## config.mk

```make
export PLATFORM = sky130hd
export DESIGN_NAME = mem_arbiter
export DESIGN_NICKNAME = d
export VERILOG_FILES = /design/src/rtl/arb_pkg.sv /design/src/rtl/arb_pick.sv /design/src/rtl/mem_arbiter.sv
export SDC_FILE = /design/constraint.sdc
export NUM_CORES = 1
export LEC_CHECK = 0
export CORE_AREA = 2 2 105 107
export DETAILED_ROUTE_END_ITERATION = 10
export DIE_AREA = 0 0 107 109
export PLACE_DENSITY = 0.81
export SLEW_MARGIN = 20
export SYNTH_ARGS = -nofsm -noshare
export SYNTH_HDL_FRONTEND = slang
export SYNTH_SLANG_ARGS = --single-unit
```

## constraint.sdc

```tcl
create_clock -name clock -period 4.2 [get_ports clock]
set_input_delay 0.84 -clock clock [delete_from_list [all_inputs] [get_ports clock]]
set_output_delay 0.84 -clock clock [all_outputs]
set_load 0.01 [all_outputs]
```

## src/rtl/arb_pkg.sv

```systemverilog
// Shared types and default widths for the core memory-port arbiter.
package arb_pkg;

    localparam int ARB_ADDR_W = 32;
    localparam int ARB_DATA_W = 32;
    localparam int ARB_MASK_W = ARB_DATA_W / 8;

    typedef enum logic [1:0] {
        ARB_IDLE,
        ARB_REQ,
        ARB_WAIT
    } arb_state_t;

    typedef enum logic {
        ARB_OWNER_IFU,
        ARB_OWNER_LSU
    } arb_owner_t;

endpackage

```

## src/rtl/arb_pick.sv

```systemverilog
// Combinational winner select between IFU and LSU requests.
// With ARB_ROUND_ROBIN_EN defined, simultaneous requests go to whichever
// requester did not win last; otherwise LSU always beats IFU.
module arb_pick
    import arb_pkg::*;
(
    input  logic       ifu_req_i,
    input  logic       lsu_req_i,
    input  arb_owner_t last_owner_i,
    output arb_owner_t grant_o
);

`ifndef ARB_ROUND_ROBIN_EN
    // Fixed priority never looks at history; keep the port tied off cleanly.
    logic unused_last_owner;
    assign unused_last_owner = (last_owner_i == ARB_OWNER_LSU);
`endif

    // Pick the owner of the next transaction; only meaningful when a request is present.
    always_comb begin
        // NOTE: give every combinational output a default first so no path leaves it unassigned (which would infer a latch).
        grant_o = ARB_OWNER_IFU;
`ifdef ARB_ROUND_ROBIN_EN
        if (ifu_req_i && lsu_req_i) begin
            grant_o = (last_owner_i == ARB_OWNER_LSU) ? ARB_OWNER_IFU : ARB_OWNER_LSU;
        end else if (lsu_req_i) begin
            grant_o = ARB_OWNER_LSU;
        end else if (ifu_req_i) begin
            grant_o = ARB_OWNER_IFU;
        end
`else
        if (lsu_req_i) begin
            grant_o = ARB_OWNER_LSU;
        end else if (ifu_req_i) begin
            grant_o = ARB_OWNER_IFU;
        end
`endif
    end

endmodule

```

## src/rtl/mem_arbiter.sv

```systemverilog
// Shares the single core memory port between the IFU (read-only) and the
// LSU (read/write). One transaction at a time: grant, issue, wait for the
// response, route it back to the owner. The request is captured at grant
// so the downstream fields stay stable while the owner waits.
// Optional feature: define ARB_ROUND_ROBIN_EN for alternating arbitration
// on simultaneous requests (default is fixed LSU-over-IFU priority).
module mem_arbiter
    import arb_pkg::*;
#(
    parameter int ADDR_W = ARB_ADDR_W,
    parameter int DATA_W = ARB_DATA_W,
    parameter int MASK_W = ARB_MASK_W
) (
    input  logic              clock,
    input  logic              reset,

    input  logic              ifu_reqValid,
    input  logic [ADDR_W-1:0] ifu_addr,
    output logic              ifu_respValid,
    output logic [DATA_W-1:0] ifu_rdata,

    input  logic              lsu_reqValid,
    input  logic              lsu_wen,
    input  logic [MASK_W-1:0] lsu_wmask,
    input  logic [ADDR_W-1:0] lsu_addr,
    input  logic [DATA_W-1:0] lsu_wdata,
    output logic              lsu_respValid,
    output logic [DATA_W-1:0] lsu_rdata,

    output logic              mem_reqValid,
    input  logic              mem_reqReady,
    output logic              mem_wen,
    output logic [MASK_W-1:0] mem_wmask,
    output logic [ADDR_W-1:0] mem_addr,
    output logic [DATA_W-1:0] mem_wdata,
    input  logic              mem_respValid,
    input  logic [DATA_W-1:0] mem_rdata
);

    arb_state_t        state_q, state_d;
    arb_owner_t        owner_q, owner_d;
    logic              wen_q, wen_d;
    logic [MASK_W-1:0] wmask_q, wmask_d;
    logic [ADDR_W-1:0] addr_q, addr_d;
    logic [DATA_W-1:0] wdata_q, wdata_d;

    arb_owner_t        grant;
    arb_owner_t        pick_last;
    logic              completing;

`ifdef ARB_ROUND_ROBIN_EN
    arb_owner_t        last_owner_q, last_owner_d;
    assign pick_last = last_owner_q;
`else
    assign pick_last = ARB_OWNER_IFU;
`endif

    arb_pick u_pick (
        .ifu_req_i    (ifu_reqValid),
        .lsu_req_i    (lsu_reqValid),
        .last_owner_i (pick_last),
        .grant_o      (grant)
    );

    // Next-state logic: grant and capture in IDLE, handshake in REQ, completion in REQ/WAIT.
    always_comb begin
        state_d    = state_q;
        owner_d    = owner_q;
        wen_d      = wen_q;
        wmask_d    = wmask_q;
        addr_d     = addr_q;
        wdata_d    = wdata_q;
        completing = 1'b0;
`ifdef ARB_ROUND_ROBIN_EN
        last_owner_d = last_owner_q;
`endif

        case (state_q)
            ARB_IDLE: begin
                if (ifu_reqValid || lsu_reqValid) begin
                    state_d = ARB_REQ;
                    owner_d = grant;
`ifdef ARB_ROUND_ROBIN_EN
                    last_owner_d = grant;
`endif
                    if (grant == ARB_OWNER_LSU) begin
                        wen_d   = lsu_wen;
                        wmask_d = lsu_wen ? lsu_wmask : '0;
                        addr_d  = lsu_addr;
                        wdata_d = lsu_wdata;
                    end else begin
                        wen_d   = 1'b0;
                        wmask_d = '0;
                        addr_d  = ifu_addr;
                        wdata_d = '0;
                    end
                end
            end
            ARB_REQ: begin
                if (mem_reqReady) begin
                    if (mem_respValid) begin
                        completing = 1'b1;
                        state_d    = ARB_IDLE;
                    end else begin
                        state_d    = ARB_WAIT;
                    end
                end
            end
            ARB_WAIT: begin
                if (mem_respValid) begin
                    completing = 1'b1;
                    state_d    = ARB_IDLE;
                end
            end
            default: state_d = ARB_IDLE;
        endcase
    end

    // State and captured request registers; reset abandons any transaction in flight.
    always_ff @(posedge clock or posedge reset) begin
        if (reset) begin
            state_q <= ARB_IDLE;
            owner_q <= ARB_OWNER_IFU;
            wen_q   <= 1'b0;
            wmask_q <= '0;
            addr_q  <= '0;
            wdata_q <= '0;
`ifdef ARB_ROUND_ROBIN_EN
            last_owner_q <= ARB_OWNER_IFU;
`endif
        end else begin
            // NOTE: non-blocking assignments so every register samples the pre-edge values.
            state_q <= state_d;
            owner_q <= owner_d;
            wen_q   <= wen_d;
            wmask_q <= wmask_d;
            addr_q  <= addr_d;
            wdata_q <= wdata_d;
`ifdef ARB_ROUND_ROBIN_EN
            last_owner_q <= last_owner_d;
`endif
        end
    end

    assign mem_reqValid  = (state_q == ARB_REQ);
    assign mem_wen       = wen_q;
    assign mem_wmask     = wmask_q;
    assign mem_addr      = addr_q;
    assign mem_wdata     = wdata_q;

    // Responses only reach the owner while a transaction is completing; stray pulses vanish.
    assign ifu_respValid = completing && (owner_q == ARB_OWNER_IFU);
    assign lsu_respValid = completing && (owner_q == ARB_OWNER_LSU);
    assign ifu_rdata     = ifu_respValid ? mem_rdata : '0;
    assign lsu_rdata     = lsu_respValid ? mem_rdata : '0;

endmodule
```

==> impl_metrics.ini, run 1 <==
[finish]
area_delta_synth_final_pct = 83.2
diodes = 0
fin_cells = 792
nets = 789
nFillCells = 874
drive_gt1_frac = 0.0429

[clocking]
ctsHoldBuffers = 0
cts.repair.resized = 0
postCtsSetupBuffers = 0
root_buffer = clkbuf_8
cts_sinks = 72
clk_pin_slew_ns = 0.08
cts_inserted_buffers = 9
tritoncts = built
ctsHtreeMaxLevel = 3
cts_buffer_depth = 2
clk_latency_ns = 0.34

[global_route]
grt_pass1_wl_mm = 18.8
grt-ovfl-total = 0
grt_pass1_vias = 3684
grt_usage = 0.207
grt_max_degree = 77
grt_antenna_before_repair = 0

[synth]
synth_most_common_cell = nand2_1
syn-num-nets = 527
netlist_area_sq_um = 3620
netlist.area_leader.share = 0.498
ys_warn_count = 0
yosysTopAreaCell = dfrtp_1
synth_common_cells = nand2_1, dfrtp_1, and2_1, mux2i_1
yosysSeqAreaShare = 0.498
synthFlopType = dfrtp_1
synth_edf_count = 0
ys_types = 25
syn_inst = 385
synth_top_cells_by_area = dfrtp_1, and2_1, nand2_1, mux2i_1, nand3_1
async_reset_ff_frac = 1.00
ys_seq_elements = 72
synth.avg_cell_area_sq_um = 9.41

[placed_design]
gp_congestion = 0.807
dpl.cell_count = 776
hpwl_mm = 9.74
post-place-ws_ns = 0.696
io_buffers = 274

[sta]
final.setup.tns_ns = 0
finalHoldViolCount = 0
setup_violations = 0
rsz0062_at_grt = false
tightest_slew_ns = 0.762
relSlewSlack = 0.490
maxSlewViolCount = 0
period_share = 0.836
fmax_mhz = 285
worst_slack_ns = 0.688
min_period_ns = 3.51
clock-skew-final_ns = 0.00550

[floorplan]
core_sq_um = 10600
initial_core_util = 0.342
ioPinCount = 275
die_h_um = 109
rows = 38
dieArea_sq_um = 11700
die_w_um = 107

[critical_path]
timing.rr.start = state_q[0]
crit_fanout = 33
worst-setup-path-type = input pin to output port
required_ns = 3.36
crit_arrival_ns = 2.67
rr_worst_depth = 6
end_kind = output port
r2r-end = mem_wmask[1]
cp-endpoint = ifu_rdata[30]
startpoint_type = input pin
rrSetupSlack_ns = 2.20
startpoint = mem_respValid

[worst_hold_path]
hold_path_startpoint = mem_wdata[28]
hold_class = flip-flop to flip-flop

[detailed_routing]
drtIter0Drc = 197
wirelength_mm = 12.2
dr.pass1.iters = 5
ant_nets = 0
avgViaCountPerCell = 4.57
vias = 3622
wl_per_cell_um = 15.4
drcViolationCount = 0

[job]
drv_cap = 0

[power]
ir_drop_uv = 323
p_total_uw = 3790
p_leak_uw = 0.00296
power.density_nw_per_um2 = 572

[run_status]
status = complete, no violations
how the worst min path moves through the flow:
stage                               end  slack [ns]  cells past startpoint
final                     mem_wdata[28]        0.47                      2
after global routing      mem_wdata[11]        0.49                      2
after CTS                 mem_wdata[28]        0.47                      2
after detailed placement  mem_wdata[28]        0.46                      2
after global placement    mem_wdata[30]        0.45                      2
after floorplan              state_q[0]        0.50                      1
sequential cells by signal (all words and copies together) (netlist names):
signal,cells
mem_wen,1
mem_wdata,32
mem_wmask,4
state_q,2
owner_q,1
mem_addr,32
cells by family (layout without fill, tap and decap cells):
family | Yosys count | in the layout | share of synthesized area
AO/OA/AOI/OAI | 41 | 41 | 0.0657
adder cells (fa/ha/maj) | 3 | 3 | 0.0104
multiplexers | 33 | 33 | 0.0912
buffers and inverters | 32 | 299 | 0.0577
flip-flops | 72 | 72 | 0.498
AND/OR/NAND/NOR | 204 | 204 | 0.277
layout make-up:
cell class	count	area (sq um)	share of cell area
repair buffers	280	2800	0.421
clock buffers	9	124	0.0187
multi-input cells	281	1620	0.244
well taps	140	175	0.0264
inverters	3	11.3	0.00170
flip-flops and latches	72	1800	0.272
clock inverters	7	110	0.0166
report_power, final:
| group | switching, uW | total [uW] | internal, uW |
|---|---|---|---|
| Combinational | 911 | 1920 | 1010 |
| Sequential | 191 | 1230 | 1030 |
| Clock | 257 | 647 | 390 |
| Total | 1360 | 3790 | 2430 |
placed cells by master (no fill, tap or decap), drive strengths merged:
cell           instances
inv                    3
and3                   1
o21ai                 33
bufinv                 3
nor2b                  2
clkdlybuf4s50        273
o32a                   1
clkinv                 4
nand3                 32
buf                    7
nand2                100
a22o                   4
a21oi                  1
a21o                   1
clkbuf                 9
mux2i                 33
nor3b                  1
ha                     3
and2                  64
nor3                   2
nor2                   1
nand2b                 1
dfrtp                 72
a211oi                 1
critical path, cell delays in order:
cell and delay, ns:
clkdlybuf4s50_1 0.50, nand2_1 0.15, nor3_4 0.18, buf_4 0.28
and2_1 0.17, clkdlybuf4s50_1 0.55
through the flow:
stage | hold WS, ns | area, sq um | utilization
global route | 0.492 | 6640 | 0.626
CTS | 0.472 | 6640 | 0.626
floorplan | 0.500 | 3620 | -
global placement | 0.448 | 6400 | 0.604
finish | 0.468 | 6640 | 0.626
detailed placement | 0.456 | 6400 | 0.604
per-layer routing:
metal  up-vias  share of wire  global-route usage
met3        17          0.082              0.0574
met1      1665           0.34               0.214
met5         -              0                   0
met4         0          0.020              0.0807
li1       1780              -                   -
met2       160           0.56               0.397
Power figures use the tool's default switching activity.
==> run 2: changes to the inputs <==
--- a/config.mk
+++ b/config.mk
@@ -5,10 +5,10 @@
 export SDC_FILE = /design/constraint.sdc
 export NUM_CORES = 1
 export LEC_CHECK = 0
-export CORE_AREA = 2 2 105 107
+export CORE_MARGIN = 2
+export CORE_UTILIZATION = 31
 export DETAILED_ROUTE_END_ITERATION = 10
-export DIE_AREA = 0 0 107 109
-export PLACE_DENSITY = 0.81
+export PLACE_DENSITY = 0.77
 export SLEW_MARGIN = 20
 export SYNTH_ARGS = -nofsm -noshare
 export SYNTH_HDL_FRONTEND = slang
==> constraint.sdc (replaced) <==
create_clock -name clock -period 2.8 [get_ports clock]
set_input_delay 0.56 -clock clock [delete_from_list [all_inputs] [get_ports clock]]
set_output_delay 0.56 -clock clock [all_outputs]
set_load 0.01 [all_outputs]
==> impl_metrics.ini, run 2 (same netlist as run 1, synthesis figures left out) <==
[power]
power.clock.fraction = 0.185
ir_drop_uv = 452
switchingPower_uw = 2040
p_comb_frac = 0.502
p_int_uw = 3770
power.share.switching = 0.351
power.density_nw_per_um2 = 855
seqPwrFrac = 0.314
p_leak_uw = 0.00351

[run_status]
status = complete, no violations

[sta]
tightest_slew_ns = 0.435
maxSlewViolCount = 0
rsz0062_at_grt = false
period_share = 0.968
relSlewSlack = 0.709
clock-skew-final_ns = 0.00857
min_period_ns = 2.71
setup_violations = 0
fmax_mhz = 369
finalHoldViolCount = 0

[detailed_routing]
drcViolationCount = 0
vias = 3655
drtIter0Drc = 97
wl_per_cell_um = 15.2
dr.pass1.iters = 4
ant_nets = 0
avgViaCountPerCell = 4.55
wirelength_mm = 12.2

[clocking]
cts_sinks = 72
tritoncts = built
ctsHtreeMaxLevel = 3
clk_latency_ns = 0.33
root_buffer = clkbuf_16
cts_buffer_depth = 2
clk_pin_slew_ns = 0.05
ctsHoldBuffers = 0
cts_inserted_buffers = 9

[critical_path]
rrSetupSlack_ns = 0.98
startpoint_type = input pin
crit_arrival_ns = 2.15
end_kind = output port
crit_fanout = 33
worst-setup-path-type = input pin to output port
required_ns = 2.24

[floorplan]
die_h_um = 112
ioPinCount = 275
die_w_um = 112
initial_core_util = 0.317
rows = 39
core_sq_um = 11400
dieArea_sq_um = 12600

[placed_design]
dpl.cell_count = 780
placed_area_sq_um = 6460
hpwl_mm = 9.39
io_buffers = 274
gp_congestion = 0.890

[finish]
drive_gt1_frac = 0.0545
final_cell_area_sq_um = 6790
diodes = 0
mostFrequentLayoutCells = clkdlybuf4s50_1, nand2_1, dfrtp_1
area_delta_synth_final_pct = 87.5
final_common_cell = clkdlybuf4s50_1
fin_cells = 803
nets = 797

[worst_hold_path]
hold_class = flip-flop to flip-flop

[global_route]
grt_pass1_vias = 3601
grt_usage = 0.191
grt_max_degree = 73
grt-ovfl-total = 0
grt_antenna_before_repair = 0
grt_pass1_wl_mm = 19.0

[job]
drv_cap = 0
-- run 2: layer usage --
layer / routed length (um) / track usage / share of wire
met2: 6530 / 0.353 / 0.53
met1: 4260 / 0.199 / 0.35
met4: 292 / 0.0699 / 0.024
met5: 0 / 0 / 0
met3: 1140 / 0.0691 / 0.093
-- run 2: critical path, stage by stage --
cell             delay [ns]
clkdlybuf4s50_1        0.50
a21oi_2                0.11
nor3b_4                0.24
buf_12                 0.19
clkdlybuf4s50_1        0.54
-- run 2: final timing paths --
path,from,to,depth (start not counted)
setup / recovery,mem_reqReady,lsu_respValid,5
hold / removal,mem_wdata[10],mem_wdata[10],2
setup reg to reg,state_q[1],mem_wmask[3],5
hold reg to reg,mem_wdata[10],mem_wdata[10],2
max in group asynchronous,reset,mem_addr[23],3
min in group asynchronous,reset,mem_wdata[8],3
-- run 2: timing repair --
item | in CTS | in global routing
cloned | 0 | 1
resized for setup | 54 | 12
setup buffers | 0 | 6
pin swaps | 0 | 1
setup endpoints to repair | 64 | 13
-- run 2: cell type report --
cell class,instances,area [sq um]
fillers,992,4630
repair buffers,288,2890
flip-flops and latches,72,1800
multi-input cells,281,1620
clock buffers,14,274
well taps,143,179
clock inverters,2,12.5
inverters,3,11.3
-- run 2: through the flow --
| step | total power (uW) | utilization | setup TNS [ns] | hold WS [ns] | setup slack, ns |
|---|---|---|---|---|---|
| 3_3_place_gp | 4720 | 0.566 | -0.668 | 0.449 | -0.0298 |
| 6_report | 5800 | 0.595 | 0 | 0.464 | 0.0908 |
| 5_1_grt | 6210 | 0.595 | 0 | 0.487 | 0.00676 |
| 2_1_floorplan | 3150 | - | 0 | 0.500 | 0.415 |
| 4_1_cts | 5860 | 0.586 | 0 | 0.468 | 0.000130 |
| 3_5_place_dp | 4790 | 0.566 | -3.50 | 0.455 | -0.0906 |
-- run 2: power by group through the flow --
stage	logic [uW]	clock network, uW	registers (uW)
CTS	2920	1110	1830
global route	3170	1150	1890
detailed placement	2950	0	1840
finish	2910	1070	1820
floorplan	1090	0	2060
global placement	2900	0	1820
==> run 3: changes to the inputs <==
--- a/config.mk
+++ b/config.mk
@@ -5,10 +5,10 @@
 export SDC_FILE = /design/constraint.sdc
 export NUM_CORES = 1
 export LEC_CHECK = 0
-export CORE_MARGIN = 2
-export CORE_UTILIZATION = 31
+export CORE_AREA = 2 2 105 107
 export DETAILED_ROUTE_END_ITERATION = 10
-export PLACE_DENSITY = 0.77
+export DIE_AREA = 0 0 107 109
+export PLACE_DENSITY = 0.81
 export SLEW_MARGIN = 20
 export SYNTH_ARGS = -nofsm -noshare
 export SYNTH_HDL_FRONTEND = slang
==> constraint.sdc (replaced) <==
create_clock -name clock -period 3.18 [get_ports clock]
set_input_delay 0.636 -clock clock [delete_from_list [all_inputs] [get_ports clock]]
set_output_delay 0.636 -clock clock [all_outputs]
set_load 0.01 [all_outputs]
==> impl_metrics.ini, run 3 (same netlist as run 1, synthesis figures left out) <==
[run_status]
status = complete, no violations

[sta]
clock-skew-final_ns = 0.0110
fmax_mhz = 330
min_period_ns = 3.03
worst_slack_ns = 0.150
finalHoldViolCount = 0
final.setup.tns_ns = 0
rsz0062_at_grt = false
tightest_slew_ns = 0.551
relSlewSlack = 0.632
setup_violations = 0
period_share = 0.953
maxSlewViolCount = 0
whs_ns = 0.467

[finish]
mostFrequentLayoutCells = clkdlybuf4s50_1, nand2_1, dfrtp_1
area_delta_synth_final_pct = 84.0
nets = 791
drive_gt1_frac = 0.0429
nFillCells = 866
final_common_cell = clkdlybuf4s50_1
diodes = 0
final_cell_area_sq_um = 6660

[detailed_routing]
wl_per_cell_um = 15.5
wirelength_mm = 12.3
avgViaCountPerCell = 4.59
vias = 3637
ant_nets = 0
dr.pass1.iters = 4
drcViolationCount = 0
drtIter0Drc = 169

[global_route]
grt_pass1_wl_mm = 18.8
grt-ovfl-total = 0
grt_pass1_vias = 3756
grt_usage = 0.210
grt_max_degree = 73
grt_antenna_before_repair = 0

[clocking]
tritoncts = built
ctsHtreeMaxLevel = 3
clk_latency_ns = 0.34
cts_buffer_depth = 2
cts_inserted_buffers = 9
cts_sinks = 72
clk_pin_slew_ns = 0.07
root_buffer = clkbuf_8
postCtsSetupBuffers = 0
cts.repair.resized = 0
ctsHoldBuffers = 0

[placed_design]
hpwl_mm = 9.82
placed_area_sq_um = 6440
io_buffers = 274
gp_congestion = 0.844
post-place-ws_ns = 0.140

[critical_path]
end_kind = output port
crit_arrival_ns = 2.39
crit_fanout = 33
required_ns = 2.54
worst-setup-path-type = input pin to output port
startpoint_type = input pin

[floorplan]
die_h_um = 109
die_w_um = 107
dieArea_sq_um = 11700
core_sq_um = 10600
initial_core_util = 0.342
ioPinCount = 275
rows = 38

[power]
ir_drop_uv = 435
p_leak_uw = 0.00297
power.density_nw_per_um2 = 747

[worst_hold_path]
hold_class = flip-flop to flip-flop

[job]
drv_cap = 0
run 3: changes by cell type in the layout (fill, tap and decap cells not counted), sizes merged:
cell           previous run  this run
dlygate4sd2              52         0
dlymetal6s2s             12         0
bufinv                    0         2
clkdlybuf4s50           209       273
buf                      14         9
clkbuf                   15        12
clkinvlp                  1         0
run 3: path summary, 6_finish.rpt:
kind / start / end / slack [ns] / depth (start not counted)
max in group asynchronous: reset / state_q[1] / 2.17 / 3
min reg2reg: mem_wdata[27] / mem_wdata[27] / 0.47 / 2
max reg2reg: state_q[0] / mem_addr[28] / 1.56 / 5
max: mem_respValid / lsu_rdata[11] / 0.15 / 6
min in group asynchronous: reset / mem_wdata[1] / 0.70 / 3
min: mem_wdata[27] / mem_wdata[27] / 0.47 / 2
run 3: metrics by stage:
step | std cells | total power [uW] | utilization
finish | 793 | 4970 | 0.628
global route | 793 | 5320 | 0.628
CTS | 793 | 5040 | 0.628
detailed placement | 778 | 4210 | 0.608
global placement | 778 | 4120 | 0.608
floorplan | 385 | 2770 | -
run 3: final cells by class:
type	instances	area [sq um]	share of cell area
Multi-Input combinational cell	281	1620	0.243
Inverter	3	11.3	0.00169
Timing Repair Buffer	282	2840	0.426
Clock buffer	12	155	0.0233
Tap cell	140	175	0.0263
Clock inverter	3	65.1	0.00977
Sequential cell	72	1800	0.270
run 3: critical path, stage by stage:
cell and delay (ns):
clkdlybuf4s50_1 0.50, nand2_1 0.14, nor3b_4 0.24, buf_12 0.18, and2_1 0.15, clkdlybuf4s50_1 0.54
run 3: layer usage:
layer  global-route usage  up-vias  part of all wire
li1                     -     1784                 -
met1                0.215     1664              0.35
met2                0.409      170              0.55
met3               0.0622       19             0.083
met4               0.0640        0             0.019
met5                    0        -                 0
run 3: power by group:
group / internal [uW] / switching, uW
clock: 480 / 326
sequential: 1370 / 253
combinational: 1340 / 1210
